===== src/rtl/request_queue.sv =====
// Global definitions shared with the parser, followed by request_queue:
// a bounded in-order queue that captures parsed ops with their arrival
// CPU cycle and presents the oldest one to the DRAM scheduler.

package global_defs;

  // Width of a DRAM op address as produced by the parser.
  localparam int ADDRESS_WIDTH = 36;

  // Op codes produced by the parser; NOP marks "nothing to schedule".
  typedef enum logic [1:0] {
    NOP     = 2'd0,
    READ    = 2'd1,
    WRITE   = 2'd2,
    REFRESH = 2'd3
  } parsed_op_t;

endpackage : global_defs

// request_queue
// Strobed ops (opcode, address, arrival timestamp) are appended at the
// write pointer; the entry at the read pointer is shown first-word-fall-
// through on out_*. Occupancy is tracked by an explicit count so that
// full and empty never depend on pointer comparison. An op that arrives
// while the queue is full and nothing leaves is dropped and remembered
// in the sticky err_overflow flag.
module request_queue
  import global_defs::*;
#(
  parameter int DEPTH    = 16,
  parameter int TS_WIDTH = 32
) (
  input  logic                           clk,
  input  logic                           rst,
  input  logic                           op_ready_s,
  input  parsed_op_t                     opcode,
  input  logic [ADDRESS_WIDTH-1:0]       address,
  input  logic [TS_WIDTH-1:0]            CPU_cycle_count,
  output logic                           q_full,
  output logic                           q_empty,
  output logic [$clog2(DEPTH+1)-1:0]     q_count,
  output logic                           out_valid,
  input  logic                           out_ready,
  output parsed_op_t                     out_opcode,
  output logic [ADDRESS_WIDTH-1:0]       out_address,
  output logic [TS_WIDTH-1:0]            out_arrival,
  output logic                           err_overflow
);

  localparam int PW = $clog2(DEPTH);
  localparam int CW = $clog2(DEPTH+1);
  localparam logic [CW-1:0] FULL_COUNT = CW'(DEPTH);
  localparam logic [CW-1:0] ONE_COUNT  = CW'(1);
  localparam logic [PW-1:0] ONE_PTR    = PW'(1);

  // Entry storage; deliberately not reset, only pointers and count are.
  parsed_op_t                 mem_op_r   [DEPTH];
  logic [ADDRESS_WIDTH-1:0]   mem_addr_r [DEPTH];
  logic [TS_WIDTH-1:0]        mem_ts_r   [DEPTH];

  logic [PW-1:0] rd_ptr_r;
  logic [PW-1:0] wr_ptr_r;
  logic [CW-1:0] count_r;
  logic          overflow_r;

  logic push_req_s;
  logic pop_s;
  logic push_s;
  logic drop_s;
  logic full_s;
  logic empty_s;

  // Decode occupancy and the per-cycle push/pop/drop decisions.
  always_comb begin
    full_s     = (count_r == FULL_COUNT);
    empty_s    = (count_r == '0);
    push_req_s = op_ready_s && (opcode != NOP);
    pop_s      = !empty_s && out_ready;
    // A pop in the same cycle frees the slot the push needs.
    if (push_req_s && (!full_s || pop_s)) begin
      push_s = 1'b1;
    end else begin
      push_s = 1'b0;
    end
    if (push_req_s && full_s && !pop_s) begin
      drop_s = 1'b1;
    end else begin
      drop_s = 1'b0;
    end
  end

  // Write an accepted op into the slot at the write pointer.
  always_ff @(posedge clk) begin
    if (push_s && !rst) begin
      mem_op_r[wr_ptr_r]   <= opcode;
      mem_addr_r[wr_ptr_r] <= address;
      mem_ts_r[wr_ptr_r]   <= CPU_cycle_count;
    end
  end

  // Advance pointers and occupancy; async reset discards everything queued.
  always_ff @(posedge clk or posedge rst) begin
    if (rst) begin
      rd_ptr_r <= '0;
      wr_ptr_r <= '0;
      count_r  <= '0;
    end else begin
      if (push_s) begin
        wr_ptr_r <= wr_ptr_r + ONE_PTR;
      end
      if (pop_s) begin
        rd_ptr_r <= rd_ptr_r + ONE_PTR;
      end
      case ({push_s, pop_s})
        2'b10:   count_r <= count_r + ONE_COUNT;
        2'b01:   count_r <= count_r - ONE_COUNT;
        default: count_r <= count_r;
      endcase
    end
  end

  // Remember any op lost to overflow until the next reset.
  always_ff @(posedge clk or posedge rst) begin
    if (rst) begin
      overflow_r <= 1'b0;
    end else if (drop_s) begin
      overflow_r <= 1'b1;
    end
  end

  // Present the head entry; an empty queue shows a clean NOP.
  always_comb begin
    q_full       = full_s;
    q_empty      = empty_s;
    q_count      = count_r;
    out_valid    = !empty_s;
    err_overflow = overflow_r;
    if (empty_s) begin
      out_opcode  = NOP;
      out_address = '0;
      out_arrival = '0;
    end else begin
      out_opcode  = mem_op_r[rd_ptr_r];
      out_address = mem_addr_r[rd_ptr_r];
      out_arrival = mem_ts_r[rd_ptr_r];
    end
  end

endmodule : request_queue


===== config.mk =====
export PLATFORM = sky130hd
export DESIGN_NAME = request_queue
export DESIGN_NICKNAME = d
export VERILOG_FILES = /design/src/rtl/request_queue.sv
export SDC_FILE = /design/constraint.sdc
export NUM_CORES = 1
export LEC_CHECK = 0
export CORE_ASPECT_RATIO = 0.6
export CORE_MARGIN = 8
export CORE_UTILIZATION = 40
export CTS_CLUSTER_DIAMETER = 60
export DETAILED_ROUTE_END_ITERATION = 12
export PLACE_DENSITY = 0.62
export SLEW_MARGIN = 20
export SYNTH_ARGS = -nofsm -noshare
export SYNTH_HDL_FRONTEND = slang
export SYNTH_SLANG_ARGS = --single-unit
export TNS_END_PERCENT = 50

===== constraint.sdc =====
create_clock -name clk -period 8.4 [get_ports clk]
set_input_delay 1.68 -clock clk [delete_from_list [all_inputs] [get_ports clk]]
set_output_delay 1.68 -clock clk [all_outputs]
set_load 0.02 [all_outputs]

Word level (Yosys, flattened, before mapping)
Memory sizes are Yosys's and may differ from the RTL's.
Cells that the tools add are included.

storage, ports and cells
  register bits after elaboration = 14
  memory bits (writable) = 1,120
  bits of input ports = 74
  output and inout port bits = 79
  logic and storage cells = 36
  memories kept = 3

memory list
  memory      words  width  rd ports  clocked after memory_dff  wr ports  line  text
  mem_addr_r  16     36     1         0                         1         58    logic [ADDRESS_WIDTH-1:0] mem_addr_r [DEPTH];
  mem_ts_r    16     32     1         0                         1         59    logic [TS_WIDTH-1:0] mem_ts_r [DEPTH];
  mem_op_r    16     2      1         0                         1         57    parsed_op_t mem_op_r [DEPTH];

cells by class
  add/sub/neg operators = 4
  eq/ne operators = 3
  muxes and demuxes = 8
  reductions and logical operators = 14

operators with widths
  operator                                              count
  2-to-1 mux 36 bit                                     1
  2-to-1 mux 32 bit                                     1
  case mux 5 bit (2 select lines)                       1
  adder 4 x 1 -> 4 bit (second input constant)          2
  logical AND 1 bit                                     6
  adder 5 x 1 -> 5 bit (second input constant)          1
  equality test 5 bit (second input constant)           1
  zero test 5 bit                                       1
  subtractor 5 x 1 -> 5 bit (second input constant)     1
  zero test 1 bit                                       4
  2-to-1 mux 1 bit                                      4
  nonzero test 2 bit                                    2
  equality test 2 x 1 -> 1 bit (second input constant)  1
  equality test 2 bit (second input constant)           1
  2-to-1 mux 2 bit                                      1
  logical OR 1 bit                                      1

Depth between registers and ports, before layout
Gate-level depths: netlist (run 1).

  depth in word-level cells = 9
  mapped depth = 10
  mapped depth without buffers = 10

Least setup slack after synthesis (run 1)
OpenSTA, ideal clock, no wires.

  kind = input to register
  start point = input port opcode[1]
  end point = memory mem_addr_r[7][0] (enable)
  setup time = 0.499 ns
  data arrival time = 5.241 ns
  data required time = 7.901 ns
  setup slack = 2.660 ns
  stages = 4
  buffers on the path = 0
  cells stage by stage = o21ai_1 -> a21oi_2 -> nand2_1 -> nor2_1

on the way
  longest elaborated chain between the ends = 7

ends and longest elaborated chain
  element                                 line  text
  start, declared                         36    input parsed_op_t opcode,
  nonzero test 2 bit                      77    push_req_s = op_ready_s && (opcode != NOP);
  logical AND 1 bit                       77
  logical AND 1 bit                       80    if (push_req_s && (!full_s || pop_s)) begin
  2-to-1 mux 1 bit                        80
  logical AND 1 bit                       94    if (push_s && !rst) begin
  2-to-1 mux 1 bit                        94
  2-to-1 mux 1 bit (not written as such)  96    mem_addr_r[wr_ptr_r] <= address;
  end, declared                           58

No other way between the ends.

Worst setup path after layout (run 1)
  start point = register rd_ptr_r[0]
  end point = output port out_address[24]

on the way
  longest elaborated chain between the ends = 2

ends and longest elaborated chain
  element                    line  text
  start, declared            61    logic [PW-1:0] rd_ptr_r;
  start signal, assigned     112   rd_ptr_r <= rd_ptr_r + ONE_PTR;
  memory read (16 x 36 bit)  -
  2-to-1 mux 36 bit          138   if (empty_s) begin
  end, declared              45    output logic [ADDRESS_WIDTH-1:0] out_address,

No other way between the ends.

==> flow_summary.toml, run 1 <==
[status]
status = "complete, no violations"

[clock_tree]
clkSinkCount = 1134
cts_tree = "yes"
numCtsBuffers = 102
cts.clk_slew.worst_paths_ns = 0.06
clkLatencyLatePin_ns = 0.69
htree_levels = 3
holdBufCountCts = 0
root_buffer = "clkbuf_16"
ctsResizeCount = 0
cts_max_path_buffers = 3
postCtsSetupBuffers = 0

[grt]
grt_pass1_vias = 20700
grt_pass1_wl_um = 142000
track_usage_pct = 15.7
antenna_found_initial = 5
grt_max_degree = 145
grt-ovfl-total = 0

[final_layout]
fin_area_um2 = 50100
n_fill_cell = 8916
drive_gt1_share_pct = 24.5
multiInputGateArea_um2 = 9130
area_growth_pct = 14.7
seq_area_um2 = 34000
nNetsFinal = 2154

[route]
vias_per_cell = 5.51
vias = 19800
first_iter_violations = 1812
wirelength_um = 95700
wl_per_cell_um = 26.6
drc = 0
ant_nets = 0
drt_first_pass_iters = 5

[floorplanning]
die_y_um = 272
start_util_pct = 40.1
fp.coreArea_um2 = 109000
die-area_um2 = 120000
row_count = 94
pin_count = 153
die_w_um = 442

[setup_path]
worstPathMaxFanout = 56
critPathKind = "reg2out"
r2r_start = "q_count[0]"
cp_data_required_time_ns = 6.72
cp-startpoint = "rd_ptr_r[0]"
end_kind = "primary output"
cp-start-kind = "register"
critical_path_arrival_ns = 4.34

[sta]
final.setup.tns_ns = 0
final_max_slew_viol_count = 0
rsz0062_at_grt = "false"
post-route-period-util_pct = 71.7
finalSetupViolCount = 0
fmax_ghz = 0.166
min_period_ns = 6.02
maxSlewHeadroom_pct = 32.2
hold_viol = 0
finalClockSkew_ns = 0.0191
worst_pin_slew_ns = 1.02

[power]
p_sw_share_pct = 30.5
peakVddDrop_v = 0.000275
p_clk_share_pct = 27.2
combPwrFrac_pct = 31.3
seqPwrFrac_pct = 41.5
p_int_mw = 11.4
switchingPower_mw = 5.00
leakage_nw = 15.5
pwr_density_cell_nw_per_um2 = 328

[place]
post_dp_cell_area_um2 = 46900
dp_hpwl_um = 52300
place_congestion = 0.733
io_buffers = 152

[worst_hold_path]
hold_class = "reg2reg"
hold_start = "wr_ptr_r[3]"

[synthesis]
syn_area_per_cell_um2 = 23.2
syn-cell-area_um2 = 43700
ys_types = 38
ys_warn_count = 0
synthCells = 1881
synth_sequential_area_ratio_pct = 77.8
synth.net_count = 1964
yosys_register_bits = 1134

[run]
drv_cap = 0
power by group through the flow:
| stage | clock (mW) | sequential, mW | combinational, mW |
|---|---|---|---|
| global route | 4.79 | 6.86 | 5.51 |
| CTS | 4.56 | 6.83 | 5.30 |
| detailed placement | 0 | 6.95 | 5.27 |
| finish | 4.47 | 6.82 | 5.13 |
| floorplan | 0 | 6.69 | 3.66 |
| global placement | 0 | 6.93 | 5.24 |
cells in the final DEF, fill, tap and decap left out, drive strengths merged, types with 2 or more instances in the layout:
cell and count:
edfxtp 1120, mux4 281, clkdlybuf4s50 152, clkbuf 131
mux2i 70, a211oi 56, a21oi 45, o21ai 44
mux2 44, clkinv 41, buf 39, nor2b 28
nor2 19, dfrtp 14, inv 14, xnor2 8
ha 8, nand2 7, bufinv 6, nand3 5
clkinvlp 3, diode 2, and2 2, or3 2
nand4 2, nand2b 2
worst max-delay path: stages (launching register included):
cell	delay (ns)
dfrtp_4	1.08
buf_12	0.43
mux4_2	0.56
nor2b_1	0.15
a211oi_1	0.50
a211oi_1	0.18
clkdlybuf4s50_1	0.61
through the flow:
step	util [%]	hold WS (ns)	instances	total power, mW	setup WS (ns)
after CTS	46.0	0.554	3593	16.7	2.26
after global placement	43.1	0.511	3406	12.2	2.87
after detailed placement	43.1	0.538	3407	12.2	2.73
after floorplan	-	0.493	1881	10.4	2.66
final	46.0	0.556	3595	16.4	2.38
after global routing	46.0	0.622	3593	17.2	2.14
per-layer routing:
| metal | GRT usage [%] | wire, um | vias up |
|---|---|---|---|
| li1 | - | - | 8360 |
| met1 | 22.6 | 43400 | 10800 |
| met2 | 24.9 | 45400 | 570 |
| met3 | 3.63 | 5620 | 117 |
| met4 | 2.59 | 1260 | 4 |
| met5 | 0 | 23 | - |
sequential cells by signal (all words and copies together), names as in the netlist:
signal / count
err_overflow: 1
mem_addr_r: 576
mem_op_r: 32
mem_ts_r: 512
q_count: 5
rd_ptr_r: 4
wr_ptr_r: 4
cell type report:
cell class	count	share of cell area (%)
flip-flops and latches	1134	67.9
clock buffers	131	5.36
diodes	2	0.00999
repair buffers	191	3.90
inverters	9	0.0675
multi-input cells	633	18.2
well taps	1440	3.60
clock inverters	55	0.959
cell usage after synthesis:
cell | instances | area [um2]
ha_1 | 8 | 100
and2_1 | 2 | 12.5
clkbuf_1 | 20 | 75.1
o21ai_0 | 2 | 10.0
nor4_1 | 1 | 6.26
nand3_1 | 5 | 25.0
nor2b_1 | 28 | 175
a31o_2 | 1 | 8.76
buf_1 | 4 | 15.0
nand4_1 | 2 | 12.5
a21oi_2 | 2 | 17.5
edfxtp_1 | 1120 | 33600
or4_1 | 1 | 7.51
buf_2 | 44 | 220
inv_2 | 2 | 7.51
o2bb2ai_1 | 1 | 8.76
buf_6 | 12 | 135
or3_1 | 2 | 12.5
fa_1 | 1 | 20.0
nor2_1 | 19 | 71.3
nand2_1 | 7 | 26.3
mux2i_1 | 70 | 701
dfrtp_1 | 14 | 350
xor2_1 | 1 | 8.76
inv_1 | 7 | 26.3
mux4_2 | 281 | 6330
mux2_1 | 2 | 22.5
nor3_1 | 1 | 5.00
a21oi_1 | 43 | 215
mux2_2 | 42 | 473
xnor2_1 | 8 | 70.1
buf_4 | 25 | 188
a21o_1 | 1 | 7.51
a311o_1 | 1 | 10.0
a211oi_1 | 56 | 420
nand2b_1 | 2 | 12.5
o21ai_1 | 42 | 210
nand3b_1 | 1 | 7.51
logic make-up after synthesis:
family | count (synthesis) | share of synthesized area, %
xor+xnor | 9 | 0.181
compound gates | 149 | 2.08
simple gates | 71 | 0.857
flops | 1134 | 77.8
fa+ha+maj | 9 | 0.275
mux | 395 | 17.2
buf+inv | 114 | 1.53
worst paths after layout:
path                                           to  slack, ns  cells past startpoint
worst max register to register  mem_addr_r[2][17]       4.89                      6
worst max-delay path              out_address[24]       2.38                      6
max in group asynchronous             rd_ptr_r[0]       6.44                      2
min in group asynchronous             rd_ptr_r[2]       1.46                      2
worst min-delay path                  wr_ptr_r[3]       0.56                      1
worst min register to register        wr_ptr_r[3]       0.56                      1
Power figures use the tool's default switching activity.
==> inputs of run 2 (changes only) <==
- clock period: 8.4 -> 5.85 ns (I/O delays scaled with it)
==> run 2 against run 1 <==
Cell area grew 1.2%; largest cell class unchanged; combinational power grew 50%; critical path depth shrank 1; critical endpoint is now out_arrival[10]; utilization grew 0.55 points; worst hold slack lost 0.013 ns; via count grew 0.66%; power grew 47%; wire length grew 1.4%; register-to-register slack lost 2.3 ns.
==> flow_summary.toml, run 2 (synthesis gave the netlist of run 1 again) <==
[status]
status = "complete, no violations"

[route]
drt_first_pass_iters = 5
wl_per_cell_um = 26.8
ant_nets = 0
wirelength_um = 97000
vias = 19900
vias_per_cell = 5.51
first_iter_violations = 2078
drc = 0

[setup_path]
end_kind = "primary output"
r2r_setup_slack_ns = 2.62
r2r_start = "q_count[0]"
r2r_end = "q_count[4]"
critical_path_arrival_ns = 3.86
worstPathMaxFanout = 27
critPathKind = "reg2out"
cp_data_required_time_ns = 4.68
cp-start-kind = "register"
ff2ff_path_depth = 10

[floorplanning]
row_count = 94
pin_count = 153
die_w_um = 442
die-area_um2 = 120000
start_util_pct = 40.1
fp.coreArea_um2 = 109000
die_y_um = 272

[sta]
final.setup.tns_ns = 0
timing.final.ws_setup_ns = 0.823
fmax_ghz = 0.199
post-route-period-util_pct = 85.9
finalSetupViolCount = 0
finalClockSkew_ns = 0.0492
rsz0062_at_grt = "false"
min_period_ns = 5.03
final_max_slew_viol_count = 0
hold_viol = 0
maxSlewHeadroom_pct = 35.6
worst_pin_slew_ns = 0.961

[power]
pwr_density_cell_nw_per_um2 = 477
leakage_nw = 15.8
p_clk_share_pct = 28.2
seqPwrFrac_pct = 39.9
combPwrFrac_pct = 31.9
p_int_mw = 16.8
switchingPower_mw = 7.36
p_sw_share_pct = 30.4
peakVddDrop_v = 0.000264

[final_layout]
drive_gt1_share_pct = 25.8
area_growth_pct = 16.1
layout.cells.non_filler = 3619
largest_reg_flops = 576
nNetsFinal = 2174
mostFrequentLayoutCells = "edfxtp_1 (1120), mux4_2 (281), clkdlybuf4s50_1 (152), clkbuf_16 (101), mux2i_1 (70)"
reg.largest.list = "mem_addr_r: 576 flops, mem_ts_r: 512 flops, mem_op_r: 32 flops"
layout_commonest_cell = "edfxtp_1"
top_register = "mem_addr_r"
fin_area_um2 = 50700

[worst_hold_path]
hold_start = "wr_ptr_r[3]"
holdPathEnd = "wr_ptr_r[3]"
hold_class = "reg2reg"
hold_path_depth = 1

[grt]
grt-ovfl-total = 0
grt_pass1_vias = 20900
antenna_found_initial = 4
track_usage_pct = 15.9
grt_max_degree = 75
grt_pass1_wl_um = 144000

[clock_tree]
numCtsBuffers = 101
clkLatencyLatePin_ns = 0.70
ctsResizeCount = 0
root_buffer = "clkbuf_16"
htree_levels = 3
cts.clk_slew.worst_paths_ns = 0.07
holdBufCountCts = 0
cts_max_path_buffers = 3
clkSinkCount = 1134
postCtsSetupBuffers = 0
cts_tree = "yes"

[run]
drv_cap = 0

[place]
dp_hpwl_um = 56000
post_dp_cell_area_um2 = 47300
io_buffers = 152
preCtsSetupSlack_ns = 1.04
dp.cells = 3428
place_congestion = 0.747
run 2: cell types whose count changed in the layout (fill, tap and decap cells not counted), sizes merged:
cell and change:
buf +21, bufinv +9, clkbuf -16, clkinv +12, clkinvlp -3, diode +1
run 2: final cells by class:
type	instances	area [um2]
Sequential cell	1134	34000
Clock buffer	115	2580
Antenna cell	3	7.51
Fill cell	8857	58200
Timing Repair Buffer	212	2300
Tap cell	1440	1800
Multi-Input combinational cell	633	9130
Inverter	9	33.8
Clock inverter	73	830
run 2: metal layers:
metal,vias up,global-route usage [%],part of all wire [%]
met5,-,0,0.022
met4,4,3.08,1.4
met3,101,3.29,6.5
met2,630,24.0,46
met1,10800,24.2,47
li1,8440,-,-
run 2: critical path: stages, from the launching register on:
cell and delay, ns:
dfrtp_4 0.74, buf_4 0.46, mux4_2 0.57, mux2i_1 0.60, a211oi_1 0.19, clkdlybuf4s50_1 0.59
run 2: power by group through the flow:
stage / combinational, mW / clock [mW] / sequential [mW]
final: 7.71 / 6.82 / 9.65
after CTS: 7.92 / 6.98 / 9.66
after floorplan: 5.26 / 0 / 9.61
after global placement: 7.86 / 0 / 9.81
after detailed placement: 7.88 / 0 / 9.84
after global routing: 8.27 / 7.29 / 9.70
run 2: per-stage QoR:
stage	hold WS, ns	power [mW]	util, %
after floorplan	0.493	14.9	-
after global placement	0.512	17.7	43.4
after detailed placement	0.523	17.7	43.4
after CTS	0.537	24.6	46.5
after global routing	0.571	25.3	46.5
final	0.544	24.2	46.5
run 2: how the worst max path moves through the flow:
| stage | from | end | slack (ns) | cells after the start |
|---|---|---|---|---|
| after CTS | rd_ptr_r[1] | out_address[23] | 0.70 | 6 |
| final | rd_ptr_r[1] | out_arrival[10] | 0.82 | 5 |
| after detailed placement | opcode[0] | mem_op_r[8][1] | 1.04 | 6 |
| after global routing | rd_ptr_r[1] | out_address[23] | 0.59 | 6 |
| after floorplan | opcode[1] | mem_addr_r[7][0] | 0.62 | 4 |
| after global placement | opcode[1] | mem_op_r[8][1] | 1.20 | 6 |
